### config.mk
export PLATFORM = sky130hd
export DESIGN_NAME = uart_tx_arbiter
export DESIGN_NICKNAME = d
export VERILOG_FILES = /design/src/rtl/uart_tx_arbiter.sv
export SDC_FILE = /design/constraint.sdc
export NUM_CORES = 1
export LEC_CHECK = 0
export ABC_AREA = 1
export CORE_MARGIN = 5
export CORE_UTILIZATION = 35
export CTS_CLUSTER_DIAMETER = 200
export CTS_CLUSTER_SIZE = 16
export DETAILED_ROUTE_END_ITERATION = 12
export HOLD_SLACK_MARGIN = 0.05
export PLACE_DENSITY_LB_ADDON = 0.1
export SLEW_MARGIN = 0
export SYNTH_ARGS = -nofsm -noshare
export SYNTH_HDL_FRONTEND = slang
export SYNTH_SLANG_ARGS = --single-unit
### constraint.sdc
create_clock -name clk -period 2.3 [get_ports clk]
set_input_delay 0.345 -clock clk [delete_from_list [all_inputs] [get_ports clk]]
set_output_delay 0.345 -clock clk [all_outputs]
set_load 0.02 [all_outputs]
### src/rtl/uart_tx_arbiter.sv
// rtl/uart_tx_arbiter.sv - message-level arbiter sharing one UART tx byte transmitter between NUM_REQ sources
// Optional idle-grant watchdog is built in when UART_ARB_WDOG_EN is defined.
module uart_tx_arbiter #(
    parameter int NUM_REQ       = 3,
    parameter int PRIORITY_MODE = 0,
    parameter int WDOG_CYCLES   = 65535
) (
    input  logic                   clk,
    input  logic                   rst_n,
    input  logic [NUM_REQ-1:0]     req,
    input  logic [NUM_REQ-1:0]     req_start,
    input  logic [8*NUM_REQ-1:0]   req_data,
    output logic [NUM_REQ-1:0]     req_busy,
    output logic [NUM_REQ-1:0]     grant,
    output logic [NUM_REQ-1:0]     err_drop,
    output logic                   wdog_fired,
    output logic                   tx_start,
    output logic [7:0]             tx_data,
    input  logic                   tx_busy
);
    localparam int IW = (NUM_REQ > 1) ? $clog2(NUM_REQ) : 1;

    typedef enum logic [1:0] {IDLE, GRANTED, DRAIN} state_t;

    state_t             state_q, state_d;
    logic [NUM_REQ-1:0] grant_q, grant_d;
    logic [NUM_REQ-1:0] err_drop_q, err_drop_d;
    logic [IW-1:0]      last_q, last_d;
    logic               tx_start_q, tx_start_d;
    logic [7:0]         tx_data_q, tx_data_d;

    logic [NUM_REQ-1:0] mask;
    logic [NUM_REQ-1:0] eligible;
    logic               win_found;
    logic [IW-1:0]      win_idx;
    int                 rr_j;
    logic               fwd;
    logic               req_g;
    logic               wdog_hit;

    // last_q doubles as the index of the current owner while GRANTED/DRAIN
    assign req_g    = req[last_q];
    assign eligible = req & ~mask;

    always_comb begin
        req_busy = {NUM_REQ{1'b1}};
        if (state_q == GRANTED) begin
            req_busy = ~grant_q | {NUM_REQ{tx_busy | tx_start_q}};
        end
    end

    assign fwd = |(req_start & ~req_busy);

    always_comb begin
        win_found = 1'b0;
        win_idx   = '0;
        rr_j      = 0;
        for (int k = NUM_REQ; k >= 1; k--) begin
            rr_j = (PRIORITY_MODE == 1) ? (k - 1) : ((int'(last_q) + k) % NUM_REQ);
            if (eligible[rr_j]) begin
                win_found = 1'b1;
                win_idx   = IW'(rr_j);
            end
        end
    end

    always_comb begin
        state_d    = state_q;
        grant_d    = grant_q;
        last_d     = last_q;
        tx_start_d = 1'b0;
        tx_data_d  = tx_data_q;
        err_drop_d = err_drop_q | (req_start & req_busy);
        if (fwd) begin
            tx_start_d = 1'b1;
            tx_data_d  = req_data[8*last_q +: 8];
        end
        case (state_q)
            IDLE: begin
                if (win_found) begin
                    state_d          = GRANTED;
                    grant_d          = '0;
                    grant_d[win_idx] = 1'b1;
                    last_d           = win_idx;
                end
            end
            GRANTED: begin
                if (!req_g || wdog_hit) begin
                    state_d = DRAIN;
                end
            end
            DRAIN: begin
                if (!tx_start_q && !tx_busy) begin
                    state_d = IDLE;
                    grant_d = '0;
                end
            end
            default: state_d = IDLE;
        endcase
    end

    always_ff @(posedge clk or negedge rst_n) begin
        if (!rst_n) begin
            state_q    <= IDLE;
            grant_q    <= '0;
            err_drop_q <= '0;
            last_q     <= IW'(NUM_REQ - 1);
            tx_start_q <= 1'b0;
            tx_data_q  <= 8'h00;
        end else begin
            state_q    <= state_d;
            grant_q    <= grant_d;
            err_drop_q <= err_drop_d;
            last_q     <= last_d;
            tx_start_q <= tx_start_d;
            tx_data_q  <= tx_data_d;
        end
    end

`ifdef UART_ARB_WDOG_EN
    localparam int CW = $clog2(WDOG_CYCLES);

    logic [CW-1:0]      wdog_cnt_q, wdog_cnt_d;
    logic [NUM_REQ-1:0] mask_q, mask_d;
    logic               wdog_fired_q, wdog_fired_d;

    // Counts only genuinely idle owned cycles; tx activity or a forwarded byte restarts it
    always_comb begin
        wdog_cnt_d = '0;
        wdog_hit   = 1'b0;
        if (state_q == GRANTED && req_g && !fwd && !tx_busy) begin
            if (wdog_cnt_q == CW'(WDOG_CYCLES - 1)) begin
                wdog_hit = 1'b1;
            end else begin
                wdog_cnt_d = wdog_cnt_q + 1'b1;
            end
        end
        mask_d = mask_q & req;
        if (wdog_hit) begin
            mask_d[last_q] = 1'b1;
        end
        wdog_fired_d = wdog_fired_q | wdog_hit;
    end

    always_ff @(posedge clk or negedge rst_n) begin
        if (!rst_n) begin
            wdog_cnt_q   <= '0;
            mask_q       <= '0;
            wdog_fired_q <= 1'b0;
        end else begin
            wdog_cnt_q   <= wdog_cnt_d;
            mask_q       <= mask_d;
            wdog_fired_q <= wdog_fired_d;
        end
    end

    assign mask       = mask_q;
    assign wdog_fired = wdog_fired_q;
`else
    logic unused_wdog;
    assign unused_wdog = (WDOG_CYCLES < 2);
    assign wdog_hit    = 1'b0;
    assign mask        = '0;
    assign wdog_fired  = 1'b0;
`endif

    assign grant    = grant_q;
    assign err_drop = err_drop_q;
    assign tx_start = tx_start_q;
    assign tx_data  = tx_data_q;

endmodule

== After elaboration in Yosys (flattened, before gate mapping) ==
Cells that the tools add are included.
Word-level totals
  bits in registers: 19
  latch bits: 0
  bits in writable memories: 0
  bits in read-only memories: 0
  input bits: 33
  output and inout port bits: 19
  memories: 0
Cells by class
  add/subtract/negate cells: 3
  multipliers: 0
  divide/modulo/power cells: 3
  order comparisons: 6
  equality and inequality tests: 5
  shifts and indexed selects: 1
  multiplexer cells: 28
  bitwise logic cells: 7
  reductions and logical operators: 10
Operators with widths (count)
  32-bit by 4-bit less-than comparator with 1-bit output, second input constant: 3
  32-bit by 3-bit remainder unit with 32-bit output, second input constant: 3
  24-bit by 6-bit indexed part select with 8-bit output: 1
  1-bit 2-to-1 mux: 12
  2-bit 2-to-1 mux: 6
  3-bit 2-to-1 mux: 3
  1-bit binary-select mux with 2-bit select: 4
  2-bit by 2-bit adder with 3-bit output, second input constant: 2
  3-bit AND: 2
  2-bit by 3-bit less-than comparator with 1-bit output, second input constant: 2
  2-bit != test, second input constant: 3
  3-bit NOT: 2
  3-bit OR: 2
  2-bit case mux with 3 select lines: 1
  3-bit case mux with 2 select lines: 1
  3-bit AND reduction: 2
  2-bit by 1-bit adder with 3-bit output, second input constant: 1
  3-bit OR reduction: 1
  1-bit demux with 2-bit select: 1
  2-bit by 1-bit == test with 1-bit output, second input constant: 1
  2-bit == test, second input constant: 1
  2-bit by 1-bit >= comparator with 1-bit output, second input constant: 1
  1-bit logical AND: 2
  1-bit zero test: 2
  other kinds (4): 4

== Logic depth before layout (Yosys ltp) ==
Gate-level depths: netlist (run 1).
  depth after elaboration: 14
  mapped depth: 14
  mapped depth without buffers: 13

== Least setup slack after synthesis (run 1) ==
OpenSTA, ideal clock, no wires.
  kind: register to register
  start point: register last_q[0]
  end point: register state_q[0]
  data arrival time: 1.886 ns
  required time: 2.176 ns
  slack: 0.289 ns
  stages on the path, launching flop included: 13
  path buffers: 1
  clock period less this slack: 2.011 ns
  cell sequence: dfrtp_1 -> inv_1 -> clkbuf_1 -> ha_1 -> inv_1 -> nand2_1 -> nand3_1 -> nand2_1 -> nor2_1 -> nand2_1 -> nand2_1 -> inv_1 -> or2_1
Between the ends
  longest elaborated chain between the ends: 10
Ends and longest elaborated chain
  from (decl): line 28  | logic [IW-1:0] last_q, last_d;
  from (signal assigned): line 107  | last_q <= IW'(NUM_REQ - 1);
  from (signal assigned): line 114  | last_q <= last_d;
  2-bit by 2-bit adder with 3-bit output: line 59  | rr_j = (PRIORITY_MODE == 1) ? (k - 1) : ((int'(last_q) + k) % NUM_REQ);
  32-bit by 3-bit remainder unit with 32-bit output: line 59
  1-bit binary-select mux with 2-bit select: line 60  | if (eligible[rr_j]) begin
  1-bit 2-to-1 mux (implied by the code) (2 in series): line 60
  1-bit 2-to-1 mux (3 in series): line 60
  2-bit != test (no line)
  3-bit AND reduction (no line) (*)
  to (signal assigned): line 111  | state_q <= state_d;
  to (decl): line 25  | state_t state_q, state_d;
Mark *: on every way between the ends. The rest lies on a longest branch, timed or not. The select of a mux whose other input is x is not followed.
A chain may end at the register's enable or synchronous reset.

== Final worst setup path (run 1) ==
  start point: input port tx_busy
  end point: output port req_busy[0]
Between the ends
  longest elaborated chain between the ends: 3
Ends and longest elaborated chain
  from (decl): line 19  | input logic tx_busy
  1-bit OR: line 48  | req_busy = ~grant_q | {NUM_REQ{tx_busy | tx_start_q}};
  3-bit OR: line 48
  3-bit 2-to-1 mux: line 47  | if (state_q == GRANTED) begin
  to (decl): line 13  | output logic [NUM_REQ-1:0] req_busy,
No other way between the ends.

==> results of run 1 <==
==> through the flow <==
step	util	cell area, um2
after floorplan	-	1221
after global placement	0.5290	1779
after detailed placement	0.5290	1779
after CTS	0.5368	1805
after global routing	0.5368	1805
final	0.5368	1805
==> kinds of logic (layout without fill, tap and decap cells) <==
kind of cell	Yosys count	in the layout	share of synthesized area
buf+inv	30	83	0.1014
compound gates	36	36	0.1752
other cells	1	1	0.003071
simple gates	77	77	0.2890
flops	19	19	0.3904
fa+ha+maj	4	4	0.04099
==> synth_stat cells (2+ instances only) <==
cell type and instances:
nand2_1 43, o21ai_0 27, inv_1 25, dfrtp_1 18, nor2_1 13, nand3_1 12
a21oi_1 4, ha_1 4, clkbuf_1 3, a21o_1 2, nor2_4 2
==> worst max-delay path by stage <==
stage              start           to  slack, ns  depth (start not counted)
2_1_floorplan  last_q[0]   state_q[0]       0.29                         12
3_3_place_gp     tx_busy  req_busy[0]       0.28                          4
3_5_place_dp     tx_busy  req_busy[0]       0.26                          4
4_1_cts          tx_busy  req_busy[0]       0.25                          4
5_1_grt        last_q[1]    last_q[1]       0.15                         10
6_report         tx_busy  req_busy[0]       0.26                          4
==> final cells by class <==
| type | instances | area [um2] |
|---|---|---|
| Timing Repair Buffer | 54 | 530.5 |
| Clock buffer | 4 | 26.28 |
| Fill cell | 355 | 1558 |
| Sequential cell | 19 | 476.7 |
| Tap cell | 46 | 57.56 |
| Multi-Input combinational cell | 118 | 620.6 |
| Inverter | 25 | 93.84 |
==> placed cells by master (no fill, tap or decap), drive strengths merged <==
cell type,count
nand3b,1
conb,1
or2,1
nand2,44
buf,4
clkbuf,4
nand4,1
a21o,3
o21ai,28
dfstp,1
dfrtp,18
nand3,14
inv,25
ha,4
o221ai,1
clkdlybuf4s50,50
nor2,16
a21oi,4
==> registers in the layout, indices dropped and copies added (netlist names) <==
signal    count
err_drop      3
last_q        2
tx_start      1
tx_data       8
state_q       2
grant         3
==> per-layer routing <==
| layer | up-vias | global-route usage | share of wire |
|---|---|---|---|
| met5 | - | 0 | 0 |
| met3 | 5 | 0.04360 | 0.070 |
| met1 | 550 | 0.1704 | 0.44 |
| li1 | 634 | - | - |
| met4 | 0 | 0.05206 | 0.016 |
| met2 | 44 | 0.2426 | 0.47 |
==> worst max-delay path, cell delays in order <==
cell and delay [ns]:
clkdlybuf4s50_1 0.46, nor2_4 0.19, nand3_2 0.14, clkdlybuf4s50_1 0.57
==> power breakdown <==
part           switching, W  internal, W  total, W
Clock              0.000108    0.0000677  0.000176
Sequential        0.0000942     0.000467  0.000561
Combinational      0.000633     0.000461   0.00109
==> metrics.yaml, run 1 <==
h-tree-depth: 1
worstPathRequired_ns: 1.96
powerDensity_nw_per_um2: 1014
critPathCaptureType: "primary output"
run_status: "finished, final reports clean"
dieWidth_um: 69.07
synth_top_area_cell: "dfrtp_1"
synth_ff_type: "dfrtp_1"
fin_nets: 258
r2r-end: "state_q[0]"
ant_nets: 0
path_max_fanout: 5
hold_viol_final: 0
syn_nets: 204
place_inst: 262
drc: 0
fp.dieArea_um2: 4771
place_congestion: 0.8278
ctsHoldBuffers: 0
clkSinkCount: 19
syn_area_um2: 1221
r2r_start: "last_q[1]"
reg2reg_setup_slack_ns: 0.37
synth_area_per_cell_um2: 7.312
cts_tree: "done"
hold_path.class: "input port to async pin"
synth_async_sr_flop_share: 1.000
synth_enable_flop_cells: 0
yosys_register_bits: 19
firstDrtPassIters: 4
floorplan.core_area_um2: 3363
rows: 21
stdcell_count: 266
drt_iter0_markers: 38
ir_drop_mv: 0.3958
antenna_cells: 0
hpwl_um: 2558
ctsResizeCount: 0
setup_tns_ns: 0
slew_violations: 0
drive_above_1_share: 0.07727
viasPerCell: 4.635
worstSetupPathType: "input port to primary output"
fin_skew_ns: 0.007951
grt.total_usage: 0.1434
grt_pass1_vias: 1242
vias: 1233
setup.worst_path.start_class: "input port"
clk_pin_slew_ns: 0.11
synth.top_cell.area_share: 0.3689
grt_pass1_wl_um: 5692
pin_count: 52
insertion_delay_ns: 0.31
yosysWarnings: 0
rsz0062_at_grt: "false"
syn_inst: 167
seq_area_frac_synth: 0.3904
synth_cell_types: 25
post-place-ws_ns: 0.2593
cp.arrival_ns: 1.70
setup_violations: 0
cts_buffer_depth: 2
cap_violations: 0
cts_post_setup_buffers_inserted: 0
period_minus_slack_ns: 2.044
placement.io_buffers: 50
period_share: 0.8887
finalWorstSetupSlack_ns: 0.2561
synthTopCellsByArea: "dfrtp_1, nand2_1, o21ai_0"
die_h_um: 69.07
syn2layout_area_growth_pct: 47.85
antenna_found_initial: 0
p_total_w: 0.001831
wl_per_cell_um: 12.02
reg2reg_depth: 10
start_util: 0.3631
numCtsBuffers: 3
grt_max_degree: 20
overflow: 0
root_buffer: "clkbuf_4"
wl_um: 3198
p_leak_nw: 0.8174
holdWs_ns: 0.3620
clock.fmax_mhz: 489.3
(Power assumes the default switching activity.)
==> inputs of run 2 (changes only) <==
Settings changed: CORE_MARGIN 5 to 2.
==> metrics.yaml, run 2 (synthesis gave the netlist of run 1 again) <==
run_status: "finished, final reports clean"  # unchanged
r2r_start: "last_q[1]"  # unchanged
clkSinkCount: 19  # unchanged
overflow: 0  # unchanged
floorplan.core_area_um2: 3337  # was 3363 um2
final_util: 0.5414  # was 0.5368
pin_count: 52  # unchanged
fillers: 348  # was 355
layout_commonest_cell: "clkdlybuf4s50_1"  # unchanged
clk_pin_slew_ns: 0.12  # was 0.11 ns
holdWs_ns: 0.3633  # was 0.3620 ns
path_common_cell: "clkdlybuf4s50_1"  # unchanged
setup.worst_path.start_class: "input port"  # unchanged
hpwl_um: 2351  # was 2558 um
wl_per_cell_um: 11.04  # was 12.02 um
placement.io_buffers: 50  # unchanged
grt_max_degree: 20  # unchanged
regArea_um2: 476.7  # unchanged
crit_end: "req_busy[0]"  # unchanged
insertion_delay_ns: 0.30  # was 0.31 ns
ctsHoldBuffers: 0  # unchanged
cts_buffer_depth: 2  # unchanged
setup_tns_ns: 0  # unchanged
path_depth: 4  # unchanged
critPathBufInv: 2  # unchanged
h-tree-depth: 1  # unchanged
rsz0062_at_grt: "false"  # unchanged
hold_path.class: "input port to async pin"  # unchanged
critPathCaptureType: "primary output"  # unchanged
cts_tree: "done"  # unchanged
grt_pass1_vias: 1179  # was 1242
critPathLaunch: "tx_busy"  # unchanged
path_max_fanout: 5  # unchanged
wl_um: 2937  # was 3198 um
setup_violations: 0  # unchanged
start_util: 0.3660  # was 0.3631
slew_violations: 0  # unchanged
cts_post_setup_buffers_inserted: 0  # unchanged
worstSetupPathType: "input port to primary output"  # unchanged
period_minus_slack_ns: 2.035  # was 2.044 ns
period_share: 0.8849  # was 0.8887
fin_skew_ns: 0.007408  # was 0.007951 ns
p_leak_nw: 0.8201  # was 0.8174 nW
drc: 0  # unchanged
ir_drop_mv: 0.4951  # was 0.3958 mV
worstPathCellList: "clkdlybuf4s50_1 > nor2_4 > nand3_2 > clkdlybuf4s50_1"  # unchanged
grt_pass1_wl_um: 4974  # was 5692 um
cap_violations: 0  # unchanged
numCtsBuffers: 3  # unchanged
fp.dieArea_um2: 3978  # was 4771 um2
vias: 1240  # was 1233
largest_reg_flops: 8  # unchanged
reg2reg_depth: 10  # unchanged
grt.total_usage: 0.1549  # was 0.1434
cp.arrival_ns: 1.69  # was 1.70 ns
ant_nets: 0  # unchanged
final_cell_mix: "clkdlybuf4s50_1, nand2_1, o21ai_0"  # unchanged
powerDensity_nw_per_um2: 1007  # was 1014 nW/um2
rows: 21  # unchanged
worstPathRequired_ns: 1.96  # about the same
fin_nets: 258  # unchanged
die_h_um: 63.07  # was 69.07 um
multi_input_area_um2: 620.6  # unchanged
place_congestion: 0.8590  # was 0.8278
hold_viol_final: 0  # unchanged
antenna_found_initial: 0  # unchanged
ctsResizeCount: 0  # unchanged
slowest_delay_ns: 0.57  # about the same
cp_slowest_cell: "clkdlybuf4s50_1"  # unchanged
reg2reg_setup_slack_ns: 0.39  # was 0.37 ns
antenna_cells: 0  # unchanged
path_delay_family: "buffers and inverters"  # unchanged
clock.fmax_mhz: 491.3  # was 489.3 MHz
root_buffer: "clkbuf_4"  # unchanged
drive_above_1_share: 0.08182  # was 0.07727
viasPerCell: 4.662  # was 4.635
r2r-end: "state_q[0]"  # unchanged
firstDrtPassIters: 4  # unchanged
dieWidth_um: 63.07  # was 69.07 um
syn2layout_area_growth_pct: 47.95  # was 47.85%
drt_iter0_markers: 30  # was 38
## run 2: how the worst min path moves through the flow
stage | end | cells past startpoint | slack, ns | startpoint
3_5_place_dp | err_drop[2] | 1 | 0.45 | err_drop[2]
2_1_floorplan | err_drop[0] | 0 | 0.05 | rst_n
3_3_place_gp | err_drop[2] | 1 | 0.45 | err_drop[2]
6_report | state_q[0] | 2 | 0.36 | rst_n
4_1_cts | state_q[0] | 2 | 0.37 | rst_n
5_1_grt | tx_start | 2 | 0.38 | rst_n
## run 2: area by class of cell
cell class | count | share of cell area
multi-input combinational | 118 | 0.3435
sequential | 19 | 0.2639
timing repair buffer | 54 | 0.2936
tap | 46 | 0.03186
clock inverter | 1 | 0.002770
clock buffer | 3 | 0.01247
inverter | 25 | 0.05194
## run 2: worst register-to-register path: stages, from the launching register on
cell and delay [ns]:
dfstp_2 0.57, ha_1 0.27, inv_1 0.14, nand2_1 0.07, nand3_1 0.07, nand2_1 0.06, nor2_1 0.10, nand2_1 0.07
nand2_1 0.16, inv_1 0.09, or2_1 0.21
## run 2: where the power goes
part	switching (W)	internal (W)	leakage, nW
clock	0.000108	0.0000648	0.0177
sequential	0.0000883	0.000466	0.224
combinational	0.000631	0.000462	0.578
total	0.000827	0.000993	0.820
## run 2: per-stage QoR
step,std cells,setup slack [ns],power (W),cell area (um2)
final,266,0.2647,0.001820,1807
after global routing,266,0.2164,0.002000,1807
after CTS,266,0.2549,0.001847,1807
after detailed placement,262,0.2574,0.001665,1779
after global placement,262,0.2853,0.001640,1779
after floorplan,167,0.2894,0.001239,1221
## run 2: per-layer routing
layer | global-route usage | share of wire | routed length (um)
met1 | 0.1867 | 0.44 | 1294
met2 | 0.2766 | 0.47 | 1391
met3 | 0.04464 | 0.080 | 234
met4 | 0.02500 | 0.0058 | 17
met5 | 0 | 0 | 0
==> RTL change 1 (flow settings as in run 1) <==
Set the parameter `NUM_REQ` to 2 (it was 3).
--- a/src/rtl/uart_tx_arbiter.sv
+++ b/src/rtl/uart_tx_arbiter.sv
@@ -1,7 +1,7 @@
 // rtl/uart_tx_arbiter.sv - message-level arbiter sharing one UART tx byte transmitter between NUM_REQ sources
 // Optional idle-grant watchdog is built in when UART_ARB_WDOG_EN is defined.
 module uart_tx_arbiter #(
-    parameter int NUM_REQ       = 3,
+    parameter int NUM_REQ       = 2,
     parameter int PRIORITY_MODE = 0,
     parameter int WDOG_CYCLES   = 65535
 ) (
Interface: changed (6 resized); port bits go from 52 to 39. The function was not compared with the original's and may differ.
==> RTL change 1 against run 1 <==
Sequential cell count decreased by 3. Setup slack got worse by 0.094 ns. Power decreased by 27%. Global-route usage decreased by 1.3 points. Wire length decreased by 34%. Combinational power decreased by 37%. Synthesized area decreased by 32%. Design area decreased by 31%. Largest power group unchanged.
==> RTL change 1: results (changes against run 1) <==
Run status
  • Status: completed

Global route
  • Vias in the first global route: 787 (-37%)
  • Pin count of the biggest net entering global routing: 17 (-15%)
  • First-pass GRT wire length: 3.43 mm (-40%)
  • Total track usage: 0.130 (-0.0131)

Logic synthesis
  • Most frequent cells after synthesis: nand2_1 (51), dfrtp_1 (15), inv_1 (9), nand3_1 (9), o21ai_1 (4)
  • Multiplexer area fraction after synthesis: 0 (unchanged)
  • Seq/Total Area, Yosys: 0.483 (+0.0923)
  • Dominant cells by area after synthesis: dfrtp_1 (45%), nand2_1 (23%), nand3_1 (5.4%)
  • Compound-Gate Fraction of Synth Area: 0.0421 (-0.133)
  • Synth cell types: 16 (-36%)

Pwr
  • Leakage: 0.000617 uW (-24%)
  • Sw frac: 0.426 (-0.0299)
  • Sequential power share: 0.375 (+0.069)
  • Clk network pwr share: 0.113 (+0.017)

Routing
  • Post-Route WL: 2.10 mm (-34%)
  • DRT iter0 DRCs: 3 (-92%)
  • TritonRoute pass-1 iters: 2 (-2)

Finish
  • # nets final: 171 (-34%)
  • Share of cells above drive strength 1: 0.0816 (+0.00436)

Worst setup path
  • Worst r2r src: last_q
  • Slowest Stage Delay on Critical Path: 0.54 ns (-0.03 ns)
  • R2r setup slk: 1.07 ns (+0.70 ns)
  • Crit path max fanout: 4 (-1)
  • R2R cell count: 4 (-6)

Clocking
  • Num Clock Sinks: 16 (-3)
  • Worst skew pair latency: 0.28 ns (-0.03 ns)

Min path
  • Hold depth: 2
  • Min-delay worst type: reg -> reg

STA
  • Skew final: 0.0130 ns (+0.00502 ns)

Placement
  • Final GP Congestion: 0.881 (+6.4%)
[RTL change 1: cell type report]
class,instances,area (um^2),area share
flip-flops and latches,16,402,0.321
multi-input cells,78,373,0.298
repair buffers,37,370,0.296
inverters,12,45.0,0.0360
well taps,28,35.0,0.0280
clock buffers,4,26.3,0.0210
[RTL change 1: per-stage QoR]
step                hold WS [ns]  instance area, um^2  std cells  setup slack, ns  power [uW]
floorplan                 0.0494                  832        108            0.981         902
global route               0.520                 1250        175           0.0998        1450
detailed placement         0.471                 1220        171            0.158        1200
global placement           0.445                 1220        171            0.186        1190
finish                     0.483                 1250        175            0.162        1340
CTS                        0.498                 1250        175            0.148        1360
[RTL change 1: per-layer routing]
layer  vias up  track usage  wire length (um)
met2        23        0.235              1080
met3         4       0.0351               114
met1       376        0.148               872
li1        412            -                 -
met5         -            0                 0
met4         0       0.0388                25
[RTL change 1: worst max-delay path, delay by kind of cell]
family	cells	cell delay, ns
buf+inv	4	1.11
simple gates	2	0.33
==> RTL change 2 (config.mk and constraints of run 1) <==
Made on the original files. Take the reset off `tx_data_q` and load it in a clocked block of its own.
--- a/src/rtl/uart_tx_arbiter.sv
+++ b/src/rtl/uart_tx_arbiter.sv
@@ -106,15 +106,17 @@
             err_drop_q <= '0;
             last_q     <= IW'(NUM_REQ - 1);
             tx_start_q <= 1'b0;
-            tx_data_q  <= 8'h00;
         end else begin
             state_q    <= state_d;
             grant_q    <= grant_d;
             err_drop_q <= err_drop_d;
             last_q     <= last_d;
             tx_start_q <= tx_start_d;
-            tx_data_q  <= tx_data_d;
         end
+    end
+
+    always_ff @(posedge clk) begin
+        tx_data_q <= tx_data_d;
     end
 
 `ifdef UART_ARB_WDOG_EN
Function: differs if rst_n is asserted again (counterexample within 4 cycles, from zero or initial values and one cycle with rst_n low); with rst_n held inactive, the same outputs for 10 cycles.
==> RTL change 2 against run 1 <==
Setup slack got worse by 0.075 ns. Critical endpoint is now req_busy[1]. Critical path depth unchanged. Synthesized area is 5.2% lower. Power down 12%. Die area decreased by 4.5%. Sequential cell count unchanged. Largest cell class unchanged. Design area is 3.8% lower. Wire length is 5.9% lower.
==> RTL change 2: results (changes against run 1) <==
Routing
  • Via count: 1,125 (-8.8%)
  • DRT iter0 DRCs: 46 (+21%)

Clocking
  • Worst skew pair latency: 0.29 ns (-0.02 ns)

Finish
  • Non-Filler Instances: 237 (-11%)
  • Filler instances: 297 (-16%)
  • # nets final: 231 (-10%)

Placement
  • DP Area: 1710 um^2 (-3.9%)
  • Setup slack after placement: 0.184 ns (-0.0755 ns)
  • Post-DP HPWL: 2.42 mm (-5.3%)
  • Final GP Congestion: 0.814 (-1.7%)

Global route
  • Pin count of the biggest net entering global routing: 21 (+5.0%)
  • Vias in the first global route: 1,155 (-7.0%)
  • First-pass GRT wire length: 4.91 mm (-14%)
  • Total track usage: 0.143 (-0.000563)

Logic synthesis
  • Most frequent cells after synthesis: nand2_1 (22), nand3_1 (18), o21ai_0 (18)
  • Dominant cells by area after synthesis: dfrtp_1 (22%), edfxtp_1 (21%), nand3_1 (7.8%)
  • Post-synth ARST share: 0.579 (-0.421)
  • Syn Inst Count: 141 (-16%)
  • EDFF count, synth: 8 (+8)
  • Seq/Total Area, Yosys: 0.446 (+0.0561)

Run status
  • Status: completed

Worst setup path
  • R2r setup slk: 0.39 ns (+0.02 ns)
  • R2R cell count: 12 (+2)
  • Capturing point of the worst reg2reg path: grant[1]
  • CP Data Arrival Time: 1.77 ns (+0.07 ns)
  • CP Capture Point: req_busy[1]

Pwr
  • Max VDD drop: 526 uV (+33%)

STA
  • Hold slack: 0.377 ns (+0.0153 ns)
==> RTL change 2: per-layer routing <==
layer	global-route usage	share of wire	up-vias	wire, um
li1	-	-	572	-
met2	0.264	0.51	32	1540
met3	0.0250	0.057	4	173
met5	0	0	-	0
met4	0.0608	0.0086	0	26
met1	0.159	0.42	517	1270
==> RTL change 2: cell type report <==
class                      instances  area (um^2)  area share
multi-input combinational        102          559       0.322
clock buffer                       4         26.3      0.0151
tap                               44         55.1      0.0317
sequential                        19          517       0.298
timing repair buffer              53          523       0.301
inverter                          15         56.3      0.0324
==> RTL change 2: logic make-up after synthesis <==
kind of cell | after synthesis | share of synthesized area
simple gates | 69 | 0.302
compound gates | 28 | 0.135
buf+inv | 20 | 0.0703
flops | 19 | 0.446
fa+ha+maj | 4 | 0.0432
other cells | 1 | 0.00324
==> RTL change 2: power by group <==
part / switching, uW / total [uW] / internal [uW]
sequential: 63.4 / 523 / 460
combinational: 548 / 923 / 374
clock: 97.5 / 165 / 67.3
